==> config.mk <==
export PLATFORM = sky130hd
export DESIGN_NAME = mips_mc_control
export DESIGN_NICKNAME = d
export VERILOG_FILES = /design/src/rtl/mips_mc_control_pkg.sv /design/src/rtl/mips_ctrl_decode.sv /design/src/rtl/mips_mc_control.sv
export SDC_FILE = /design/constraint.sdc
export NUM_CORES = 1
export LEC_CHECK = 0
export CORE_MARGIN = 2
export CORE_UTILIZATION = 43
export DETAILED_ROUTE_END_ITERATION = 8
export PLACE_DENSITY = 0.73
export SLEW_MARGIN = 20
export SYNTH_ARGS = -nofsm -noshare
export SYNTH_HDL_FRONTEND = slang
export SYNTH_SLANG_ARGS = --single-unit
==> constraint.sdc <==
create_clock -name clock -period 1.8 [get_ports clock]
set_clock_uncertainty 0.1 [all_clocks]
set_input_delay 0.18 -clock clock [delete_from_list [all_inputs] [get_ports clock]]
set_output_delay 0.18 -clock clock [all_outputs]
set_load 0.05 [all_outputs]
==> src/rtl/mips_mc_control_pkg.sv <==
// Shared encodings for the multi-cycle MIPS control path: FSM states, opcodes,
// ALU/mux select codes and the bundle of datapath control lines.
package mips_mc_control_pkg;

    typedef enum logic [3:0] {
        ST_BOOT     = 4'd0,
        ST_FETCH    = 4'd1,
        ST_DECODE   = 4'd2,
        ST_MEM_ADDR = 4'd3,
        ST_MEM_RD   = 4'd4,
        ST_MEM_WB   = 4'd5,
        ST_MEM_WR   = 4'd6,
        ST_R_EXEC   = 4'd7,
        ST_R_WB     = 4'd8,
        ST_BRANCH   = 4'd9,
        ST_JUMP     = 4'd10,
        ST_ADDI_EX  = 4'd11,
        ST_ADDI_WB  = 4'd12
    } state_e;

    localparam logic [5:0] OP_R    = 6'b000000;
    localparam logic [5:0] OP_LW   = 6'b100011;
    localparam logic [5:0] OP_SW   = 6'b101011;
    localparam logic [5:0] OP_BEQ  = 6'b000100;
    localparam logic [5:0] OP_J    = 6'b000010;
    localparam logic [5:0] OP_ADDI = 6'b001000;

    // ula_operation codes, shared with ula_control
    localparam logic [1:0] ULA_ADD   = 2'b00;
    localparam logic [1:0] ULA_SUB   = 2'b01;
    localparam logic [1:0] ULA_FUNCT = 2'b10;

    localparam logic [1:0] SRCB_RT      = 2'b00;
    localparam logic [1:0] SRCB_FOUR    = 2'b01;
    localparam logic [1:0] SRCB_IMM     = 2'b10;
    localparam logic [1:0] SRCB_IMM_SH2 = 2'b11;

    localparam logic [1:0] PCSRC_ALU    = 2'b00;
    localparam logic [1:0] PCSRC_ALUOUT = 2'b01;
    localparam logic [1:0] PCSRC_JUMP   = 2'b10;

    typedef struct packed {
        logic       pc_write;
        logic       pc_write_cond;
        logic       i_or_d;
        logic       mem_read;
        logic       mem_write;
        logic       ir_write;
        logic       mem_to_reg;
        logic       reg_dst;
        logic       reg_write;
        logic       alu_src_a;
        logic [1:0] alu_src_b;
        logic [1:0] ula_operation;
        logic [1:0] pc_source;
    } ctrl_t;

    // True on the cycle whose clock edge completes an instruction.
    function automatic logic retires(state_e s, logic mem_ready);
        case (s)
            ST_MEM_WB, ST_R_WB, ST_BRANCH, ST_JUMP, ST_ADDI_WB: retires = 1'b1;
            ST_MEM_WR:                                          retires = mem_ready;
            default:                                            retires = 1'b0;
        endcase
    endfunction

endpackage

==> src/rtl/mips_ctrl_decode.sv <==
// Combinational decode of the control FSM state (plus mem_ready in FETCH)
// into the datapath control lines.
module mips_ctrl_decode
    import mips_mc_control_pkg::*;
(
    input  state_e state,
    input  logic   mem_ready,
    output ctrl_t  ctrl
);

    always_comb begin
        ctrl = '0;
        case (state)
            ST_FETCH: begin
                ctrl.mem_read      = 1'b1;
                ctrl.alu_src_b     = SRCB_FOUR;
                ctrl.ula_operation = ULA_ADD;
                ctrl.pc_source     = PCSRC_ALU;
                ctrl.ir_write      = mem_ready;
                ctrl.pc_write      = mem_ready;
            end
            ST_DECODE: begin
                // Branch target computed speculatively while decoding
                ctrl.alu_src_b     = SRCB_IMM_SH2;
                ctrl.ula_operation = ULA_ADD;
            end
            ST_MEM_ADDR, ST_ADDI_EX: begin
                ctrl.alu_src_a     = 1'b1;
                ctrl.alu_src_b     = SRCB_IMM;
                ctrl.ula_operation = ULA_ADD;
            end
            ST_MEM_RD: begin
                ctrl.mem_read = 1'b1;
                ctrl.i_or_d   = 1'b1;
            end
            ST_MEM_WB: begin
                ctrl.reg_write  = 1'b1;
                ctrl.mem_to_reg = 1'b1;
            end
            ST_MEM_WR: begin
                ctrl.mem_write = 1'b1;
                ctrl.i_or_d    = 1'b1;
            end
            ST_R_EXEC: begin
                ctrl.alu_src_a     = 1'b1;
                ctrl.alu_src_b     = SRCB_RT;
                ctrl.ula_operation = ULA_FUNCT;
            end
            ST_R_WB: begin
                ctrl.reg_write = 1'b1;
                ctrl.reg_dst   = 1'b1;
            end
            ST_BRANCH: begin
                ctrl.alu_src_a     = 1'b1;
                ctrl.alu_src_b     = SRCB_RT;
                ctrl.ula_operation = ULA_SUB;
                ctrl.pc_write_cond = 1'b1;
                ctrl.pc_source     = PCSRC_ALUOUT;
            end
            ST_JUMP: begin
                ctrl.pc_write  = 1'b1;
                ctrl.pc_source = PCSRC_JUMP;
            end
            ST_ADDI_WB: begin
                ctrl.reg_write = 1'b1;
            end
            default: ctrl = '0;
        endcase
    end

endmodule

==> src/rtl/mips_mc_control.sv <==
// Multi-cycle MIPS main control: state register, next-state logic and the
// retired-instruction counter; control lines come from mips_ctrl_decode.
module mips_mc_control
    import mips_mc_control_pkg::*;
#(
    parameter int CNT_W = 32
) (
    input  logic             clock,
    input  logic             reset,
    input  logic [5:0]       opcode,
    input  logic             mem_ready,
    output logic             pc_write,
    output logic             pc_write_cond,
    output logic             i_or_d,
    output logic             mem_read,
    output logic             mem_write,
    output logic             ir_write,
    output logic             mem_to_reg,
    output logic             reg_dst,
    output logic             reg_write,
    output logic             alu_src_a,
    output logic [1:0]       alu_src_b,
    output logic [1:0]       ula_operation,
    output logic [1:0]       pc_source,
    output logic [3:0]       state,
    output logic             illegal_op,
    output logic [CNT_W-1:0] retired
);

    state_e           state_q, state_d;
    logic [CNT_W-1:0] retired_q, retired_d;
    logic             known_op;
    ctrl_t            ctrl;

    always_comb begin
        known_op = (opcode == OP_R)  || (opcode == OP_LW) || (opcode == OP_SW) ||
                   (opcode == OP_BEQ) || (opcode == OP_J) || (opcode == OP_ADDI);
    end

    always_comb begin
        state_d = state_q;
        case (state_q)
            ST_BOOT:     state_d = ST_FETCH;
            ST_FETCH:    if (mem_ready) state_d = ST_DECODE;
            ST_DECODE: begin
                case (opcode)
                    OP_R:         state_d = ST_R_EXEC;
                    OP_LW, OP_SW: state_d = ST_MEM_ADDR;
                    OP_BEQ:       state_d = ST_BRANCH;
                    OP_J:         state_d = ST_JUMP;
                    OP_ADDI:      state_d = ST_ADDI_EX;
                    default:      state_d = ST_FETCH;
                endcase
            end
            ST_MEM_ADDR: state_d = (opcode == OP_SW) ? ST_MEM_WR : ST_MEM_RD;
            ST_MEM_RD:   if (mem_ready) state_d = ST_MEM_WB;
            ST_MEM_WR:   if (mem_ready) state_d = ST_FETCH;
            ST_R_EXEC:   state_d = ST_R_WB;
            ST_ADDI_EX:  state_d = ST_ADDI_WB;
            ST_MEM_WB, ST_R_WB, ST_BRANCH, ST_JUMP, ST_ADDI_WB:
                         state_d = ST_FETCH;
            default:     state_d = ST_BOOT;
        endcase
    end

    always_comb begin
        retired_d = retired_q;
        if (retires(state_q, mem_ready))
            retired_d = retired_q + {{(CNT_W-1){1'b0}}, 1'b1};
    end

    always_ff @(posedge clock or posedge reset) begin
        if (reset) begin
            state_q   <= ST_BOOT;
            retired_q <= '0;
        end else begin
            state_q   <= state_d;
            retired_q <= retired_d;
        end
    end

    mips_ctrl_decode u_decode (
        .state     (state_q),
        .mem_ready (mem_ready),
        .ctrl      (ctrl)
    );

    assign pc_write      = ctrl.pc_write;
    assign pc_write_cond = ctrl.pc_write_cond;
    assign i_or_d        = ctrl.i_or_d;
    assign mem_read      = ctrl.mem_read;
    assign mem_write     = ctrl.mem_write;
    assign ir_write      = ctrl.ir_write;
    assign mem_to_reg    = ctrl.mem_to_reg;
    assign reg_dst       = ctrl.reg_dst;
    assign reg_write     = ctrl.reg_write;
    assign alu_src_a     = ctrl.alu_src_a;
    assign alu_src_b     = ctrl.alu_src_b;
    assign ula_operation = ctrl.ula_operation;
    assign pc_source     = ctrl.pc_source;
    assign state         = state_q;
    assign illegal_op    = (state_q == ST_DECODE) && !known_op;
    assign retired       = retired_q;

endmodule
* Word level (Yosys, flattened, before mapping)
Index checks and enable logic that the tools add are counted.
Widths: inputs -> output; s select.
** Word-level totals
- Register bits after elaboration :: 36
- Output and inout bits :: 53
** Operators by class
- Add/sub/neg operators :: 1
- Equal/unequal tests :: 20
- Mux-type cells :: 19
- Reduce and logical (&&, ||, !) cells :: 18
** Operators by type and width (number)
- $pmux 4 s5 :: 2
- $add 32x1->32 const B :: 1
- $pmux 4 s8 :: 1
- $eq 4x4->1 const B :: 5
- $eq 4x3->1 const B :: 4
- $eq 6x6->1 const B :: 2
- $mux 4 :: 3
- $mux 1 :: 9
- $eq 4x2->1 const B :: 2
- $reduce_or 2->1 :: 4
- $eq 6x2->1 const B :: 1
- $eq 6x3->1 const B :: 1
- $eq 6x4->1 const B :: 1
- $logic_not 6->1 :: 1
- $ne 2x2->1 const B :: 3
- $reduce_or 6->1 :: 1
- $logic_or 1x1->1 :: 5
- $reduce_or 5->1 :: 1
- $eq 4x1->1 const B :: 1
- $logic_not 4->1 :: 1
- $pmux 1 s2 :: 2
- $pmux 2 s2 :: 1
- $reduce_or 4->1 :: 1
- $reduce_and 3->1 :: 1
- 4 further kinds :: 4

* Depth between registers and ports, before layout
Gate-level depths: netlist of the first run.
- Depth after elaboration :: 8
- Gate-level depth with buffers :: 7

* Modules after synthesis
From an unflattened synthesis of the first run, not the netlist that was laid out.
** Second synthesis, totals
- Cell total of the unflattened synthesis :: 218
- Area, all modules :: 2084.5 um^2
** By module, submodules not included
- mips_mc_control :: instances 1, cells each 187, area each 1844.3 um^2, sequential area each 900.9 um^2
- mips_ctrl_decode :: instances 1, cells each 31, area each 240.2 um^2, sequential area each 0.0 um^2

* Least setup slack after synthesis of the first run
OpenSTA, ideal clock, no wires.
- Kind :: flip-flop to output port
- Start point :: reg state_q[1] (netlist: state[1])
- End point :: out pc_write
- Arrival :: 2.783 ns
- Required time :: 1.520 ns
- Setup slack :: -1.263 ns
- Stages on the path, launching flop included :: 6
- Path through :: dfrtp_1 -> buf_4 -> clkbuf_1 -> nand2_1 -> nor3_1 -> or2_2
** Between the ends
- Cells in the longest elaborated chain, start to end :: 2
** Ends and longest elaborated chain
- start: declaration :: line mips_mc_control.sv:30 : state_e state_q, state_d;
- start signal: assignment :: line mips_mc_control.sv:77 : state_q <= state_d;
- $eq 4x4->1 / $eq 4x1->1 (equally long branches) :: line mips_ctrl_decode.sv:13 : case (state)
- $pmux 1 s2 (*) :: line mips_ctrl_decode.sv:13
- end: declaration :: line mips_mc_control.sv:12 : output logic pc_write,
Mark *: on every way between the ends. The rest lies on a longest branch, timed or not.

* Worst setup path in the final report of the first run
- Start point :: reg state_q[0] (netlist: state[0])
- End point :: reg retired_q[5] (netlist: retired[5])
** Between the ends
- Cells in the longest elaborated chain, start to end :: 3
** Ends and longest elaborated chain
- $eq 4x3->1 / $eq 4x4->1 (equally long branches) :: line mips_mc_control_pkg.sv:60 : case (s)
- $reduce_or 5->1
- $pmux 1 s2 (*) :: line mips_mc_control_pkg.sv:60
- end signal: assignment :: line mips_mc_control.sv:78 : retired_q <= retired_d;
- end: declaration :: line mips_mc_control.sv:31 : logic [CNT_W-1:0] retired_q, retired_d;
Marked as above.
A chain may end at the register's enable or synchronous reset.

==> metrics.md, run 1 <==
| Metric | Value |
|---|---|
| DIE HEIGHT | 75.6 um |
| Seq pwr share | 21.4% |
| First-pass GRT wire length | 9320 um |
| WHS | 175 ps |
| Largest delay share family, worst path | flip-flops |
| Io pins | 62 |
| Slew headroom | 66.3% |
| Worst EP arrival | 1930 ps |
| Vias in the first global route | 1924 |
| Maxcap violations | 0 |
| Drt pass-1 iters | 4 |
| Number of CTS-inserted buffers | 5 |
| Switching share of power | 45.9% |
| Yosys reg bits | 36 |
| Clk pwr share | 12.0% |
| Final hold vios | 0 |
| Pin count of the biggest net entering global routing | 37 |
| Post-Syn Area | 2200 um^2 |
| Cell Pwr Density | 1290 nW/um^2 |
| Fin worst setup slack | -53.3 ps |
| Crit share post-route | 103% |
| Initial antenna violation count | 0 |
| Startpoint Class | flop |
| Worst-path clk slew | 80 ps |
| Post-synth top area share | 40.9% |
| Fmax achieved | 540 MHz |
| Filler Cells Inserted | 340 |
| Routed wire length | 6210 um |
| Final Max Tran Viols | 0 |
| CTS H-tree depth | 2 |
| RSZ-0062 raised after global routing | true |
| Sw power | 2.25 mW |
| Final setup fails | 11 |
| Int Pwr | 2.65 mW |
| Most common cell in the synthesized netlist | dfrtp_1 |
| Clk sinks | 36 |
| Post-synth ARST share | 100% |
| CP max-delay cell | dfrtp_2 |
| DP Wirelength | 4240 um |
| Sequential share of the synthesized area | 40.9% |
| Share of layout cells above drive strength 1 | 56.8% |
| Ranking of synthesized cells by area | dfrtp_1 41%, xor2_1 8.8%, xnor2_1 4.4% |
| Fin Setup TNS | -236 ps |
| I/O Buffers | 61 |
| CP required | 1880 ps |
| Initial DRC count | 113 |
| Slowest cell delay on critical path | 450 ps |
| Worst setup path class | flop to flop |
| Yosys cell types | 46 |
| Power Total | 4.89 mW |
| Overall Global Routing Usage | 21.6% |
| Syn avg cell area | 9.79 um^2 |
| Hold crit path type | primary input to asynchronous set/reset pin |
| Worst path cell trace | buf_6 -> nand3b_4 -> a21oi_4 -> buf_4 -> o21a_2 -> nand4_1 -> xnor2_1 |
| Crit path time final | 1850 ps |
| Row count | 26 |
| GRT overflow | 0 |
| Synth warnings | 0 |
| Cts-stage hold buffer count | 0 |
| Slew @ Worst Pin | 505 ps |
| WL/cell | 15.8 um |
| Die Width | 75.6 um |
| Most frequent cells after synthesis | 36 x dfrtp_1, 22 x xor2_1, 20 x nand2_1 |
| Leak | 1.73 nW |
| Combinational power share | 66.6% |
| Drt drc | 0 |
| Crit. End Element | flop |
| Die area | 5710 um^2 |
| Routed Antenna Nets | 0 |
| Via/cell ratio | 5.34 |
| Routability cong. | 0.859 |
| Number of synthesized flops with an enable pin | 0 |
| Root buffer cell | clkbuf_8 |
| Diodes inserted | 0 |
| Syn nets | 235 |
| Max Root-Sink Buffers | 2 |
| Nets@finish | 331 |
| Initial Utilization | 44.0% |
| Crit Path Max Fanout | 6 |
| CTS tree | done |
| CORE AREA | 5010 um^2 |
| Synthesis-to-layout area growth | 71.7% |
| Largest area contributor in the netlist | dfrtp_1 |
| WP buf/inv | 2 |
| Vias post-DR | 2094 |
| Outcome | finished, violations left |
| Mapped Cells | 225 |
| Worst skew pair latency | 300 ps |
| VDD IR max | 1.13 mV |
| Post-synth top flop | dfrtp_1 |
| Failing checks | setup timing |
## registers in the layout (all words and copies together) (netlist names)
name     flops
state        4
retired     32
## final timing paths
path	start	depth (start not counted)	slack, ps	to
setup / recovery	state[0]	7	-50	retired[5]
hold / removal	reset	3	180	retired[23]
setup reg to reg	state[0]	7	-50	retired[5]
hold reg to reg	retired[19]	1	380	retired[19]
max in group asynchronous	reset	3	1070	retired[11]
min in group clock	opcode[3]	3	250	state[1]
## stage by stage
stage | std cells | util, % | area [um^2] | setup WS, ps
final | 392 | 75.5 | 3780 | -53.3
after detailed placement | 371 | 66.4 | 3320 | -102
after floorplan | 225 | - | 2400 | -204
after CTS | 388 | 71.5 | 3580 | -38.9
after global routing | 392 | 75.5 | 3780 | -117
after global placement | 371 | 66.4 | 3320 | -69.8
## routing by layer
metal / GRT usage (%) / share of wire (%)
met1: 30.4 / 45
met2: 33.0 / 49
met3: 5.42 / 3.6
met4: 6.43 / 1.9
met5: 0 / 0
## timing repair
action                     4_1_cts  5_1_grt
pin swaps                        4       15
resized for setup               20       34
buffers inserted                 9        3
cloned                           0        1
setup endpoints to repair       12       40
## kinds of logic (layout without fill, tap and decap cells)
kind of cell	count (synthesis)	in the layout	share of synthesized area, %
compound gates	27	28	8.64
xor+xnor	33	33	13.1
fa+ha+maj	1	1	0.568
buf+inv	15	111	3.92
flops	36	36	40.9
mux	1	1	0.511
simple gates	112	112	32.3
## cell type report
class	count	area (um^2)	share of cell area [%]
clock buffers	5	68.8	1.82
clock inverters	3	23.8	0.629
well taps	70	87.6	2.32
flip-flops and latches	36	926	24.5
repair buffers	99	1120	29.5
inverters	4	20.0	0.529
multi-input cells	175	1540	40.7
## power groups by stage
| stage | Combinational (mW) | Clock [mW] | Sequential [mW] |
|---|---|---|---|
| after floorplan | 1.43 | 0 | 1.30 |
| after global placement | 2.71 | 0 | 1.05 |
| after detailed placement | 2.74 | 0 | 1.05 |
| after CTS | 3.06 | 0.606 | 1.03 |
| after global routing | 3.41 | 0.637 | 1.06 |
| final | 3.26 | 0.587 | 1.05 |
## worst min-delay path, delay by kind of cell
kind	cells	cell delay, ps
buffers and inverters	3	830
## placed cells by master (no fill, tap or decap), drive strengths merged, types with 2 or more instances in the layout
cell | netlist | final
clkinvlp | 0 | 2
nand4 | 11 | 11
o211ai | 3 | 3
buf | 7 | 88
o21a | 3 | 3
clkbuf | 4 | 5
a21oi | 12 | 12
nor3 | 24 | 24
and3 | 4 | 4
nor2 | 17 | 17
nand3 | 8 | 8
nor3b | 2 | 2
xnor2 | 11 | 11
nand3b | 2 | 2
and4 | 2 | 2
and2 | 2 | 2
nor4 | 8 | 8
dfrtp | 36 | 36
o21ai | 5 | 6
clkdlybuf4s50 | 0 | 8
inv | 4 | 4
dlymetal6s2s | 0 | 3
nand2 | 20 | 20
nand2b | 7 | 7
xor2 | 22 | 22
Note: power is estimated with default switching activity, not from simulation.
==> run 2: changes to the inputs <==
--- a/config.mk
+++ b/config.mk
@@ -6,9 +6,9 @@
 export NUM_CORES = 1
 export LEC_CHECK = 0
 export CORE_MARGIN = 2
-export CORE_UTILIZATION = 43
+export CORE_UTILIZATION = 50
 export DETAILED_ROUTE_END_ITERATION = 8
-export PLACE_DENSITY = 0.73
+export PLACE_DENSITY = 0.8
 export SLEW_MARGIN = 20
 export SYNTH_ARGS = -nofsm -noshare
 export SYNTH_HDL_FRONTEND = slang
==> constraint.sdc (replaced) <==
create_clock -name clock -period 2.4 [get_ports clock]
set_clock_uncertainty 0.1 [all_clocks]
set_input_delay 0.24 -clock clock [delete_from_list [all_inputs] [get_ports clock]]
set_output_delay 0.24 -clock clock [all_outputs]
set_load 0.05 [all_outputs]
==> run 2 against run 1 <==
Effect of this change:
- the run now ends clean
- sequential cell count stayed put
- combinational power down 52%
- final area is 20% lower
- global-route usage fell by 0.19 points
- clock power fell by 23%
- largest cell class unchanged
- first-iteration DRC count shrank 11%
- via count decreased by 9.2%
- total power is 42% lower
- worst setup slack improved by 230 ps
- register-to-register slack better by 380 ps
- sequential share of layout area increased by 5.3 points
==> metrics.md, run 2 (same netlist as run 1, synthesis figures left out) <==
| Metric | Value |
|---|---|
| Share of layout cells above drive strength 1 | 22.0% |
| Nets@finish | 300 |
| Cts-stage hold buffer count | 0 |
| CTS H-tree depth | 2 |
| Outcome | complete, no violations |
| Worst r2r path cells | 6 |
| Fmax achieved | 450 MHz |
| Sw power | 1.35 mW |
| Row count | 24 |
| Worst EP arrival | 1880 ps |
| Via/cell ratio | 5.54 |
| DP Wirelength | 3640 um |
| Routed wire length | 4900 um |
| Seq pwr share | 28.7% |
| Drt pass-1 iters | 4 |
| WHS | 239 ps |
| CP required | 2060 ps |
| Slew headroom | 66.2% |
| WL/cell | 14.3 um |
| Final hold vios | 0 |
| Crit path launch | state[0] |
| RR Startpoint | state[3] |
| Post-route cell area | 3030 um^2 |
| Die area | 4950 um^2 |
| Final setup fails | 0 |
| Routed Antenna Nets | 0 |
| Clk pwr share | 16.1% |
| Filler-free cell count of the finished design | 343 |
| VDD IR max | 0.765 mV |
| Initial DRC count | 101 |
| Slew @ Worst Pin | 505 ps |
| Routability cong. | 0.821 |
| First-pass GRT wire length | 8470 um |
| Resized Gates After CTS | 0 |
| Combinational power share | 55.2% |
| Hold crit path type | primary input to asynchronous set/reset pin |
| Crit. path cell count | 5 |
| WP buf/inv | 3 |
| Drt drc | 0 |
| Clk sinks | 36 |
| Die Width | 70.4 um |
| Leak | 1.31 nW |
| Worst skew pair latency | 290 ps |
| GRT overflow | 0 |
| Largest delay share family, worst path | buffers and inverters |
| Vias in the first global route | 1757 |
| Final Max Tran Viols | 0 |
| Filler Cells Inserted | 355 |
| R2R Path End | retired[19] |
| Int Pwr | 1.47 mW |
| I/O Buffers | 61 |
| Placement Setup Slack | 255 ps |
| Io pins | 62 |
| Fin Setup TNS | 0 ps |
| Worst setup path class | flop to primary output |
| Switching share of power | 47.9% |
| Initial Utilization | 51.3% |
| CTS tree | done |
| CORE AREA | 4290 um^2 |
| Most common cell after layout, fill and taps aside | clkdlybuf4s50_1 |
| DIE HEIGHT | 70.4 um |
| Cell Pwr Density | 934 nW/um^2 |
| Max Root-Sink Buffers | 2 |
| RSZ-0062 raised after global routing | false |
| Slowest cell delay on critical path | 510 ps |
| Crit Path Max Fanout | 11 |
| Worst path cell trace | buf_4 -> inv_1 -> nand2_1 -> a211oi_2 -> buf_12 |
| Pin count of the biggest net entering global routing | 37 |
| CP max-delay cell | dfrtp_1 |
| Setup repair bufs after CTS | 0 |
| Power Total | 2.83 mW |
| Crit path time final | 2220 ps |
| Crit. End Element | primary output |
| Fin worst setup slack | 179 ps |
| Synthesis-to-layout area growth | 37.4% |
| Most frequent cells in the layout | 44 x clkdlybuf4s50_1, 35 x dfrtp_1, 22 x xor2_1 |
| Worst-path clk slew | 80 ps |
| Max reg flops | 32 |
| Vias post-DR | 1901 |
| DP Area | 2930 um^2 |
| Root buffer cell | clkbuf_8 |
| Startpoint Class | flop |
| CP endpoint | mem_read |
| Number of CTS-inserted buffers | 5 |
| Overall Global Routing Usage | 21.4% |
| Final Util | 70.5% |
| Crit share post-route | 92.5% |
| Diodes inserted | 0 |
| Initial antenna violation count | 0 |
| Maxcap violations | 0 |
| Register-to-register setup slack | 330 ps |
| Placed cell count | 335 |
==> run 2: final cells by class <==
cell class              instances  area [um^2]  share of cell area [%]
clock inverters                 1         7.51                   0.248
repair buffers                 69          703                    23.2
inverters                       4         15.0                   0.496
clock buffers                   7         86.3                    2.85
multi-input cells             174         1250                    41.2
flip-flops and latches         36          902                    29.8
well taps                      52         65.1                    2.15
==> run 2: worst min-delay path: stages <==
cell and delay [ps]:
clkdlybuf4s50_1 400, inv_1 50, buf_4 390
==> run 2: metal layers <==
| metal | vias up | track usage, % | part of all wire (%) |
|---|---|---|---|
| met1 | 911 | 29.6 | 46 |
| met4 | 0 | 8.33 | 1.7 |
| met2 | 49 | 33.1 | 48 |
| met5 | - | 0 | 0 |
| li1 | 933 | - | - |
| met3 | 8 | 4.18 | 4.3 |
==> run 2: power by group through the flow <==
| stage | combinational (mW) | sequential (mW) | clock (mW) |
|---|---|---|---|
| 2_1_floorplan | 0.888 | 0.962 | 0 |
| 3_3_place_gp | 1.55 | 0.821 | 0 |
| 3_5_place_dp | 1.56 | 0.823 | 0 |
| 4_1_cts | 1.57 | 0.813 | 0.466 |
| 5_1_grt | 1.65 | 0.833 | 0.490 |
| 6_report | 1.56 | 0.813 | 0.454 |
==> run 2: worst min path at each step <==
stage                     slack (ps)   startpoint           to  cells past startpoint
after floorplan                  310        reset   retired[0]                      1
after global placement           360  retired[31]  retired[31]                      1
after detailed placement         360  retired[31]  retired[31]                      1
after CTS                        270        reset  retired[24]                      3
after global routing             300        reset  retired[16]                      3
final                            240        reset     state[3]                      3
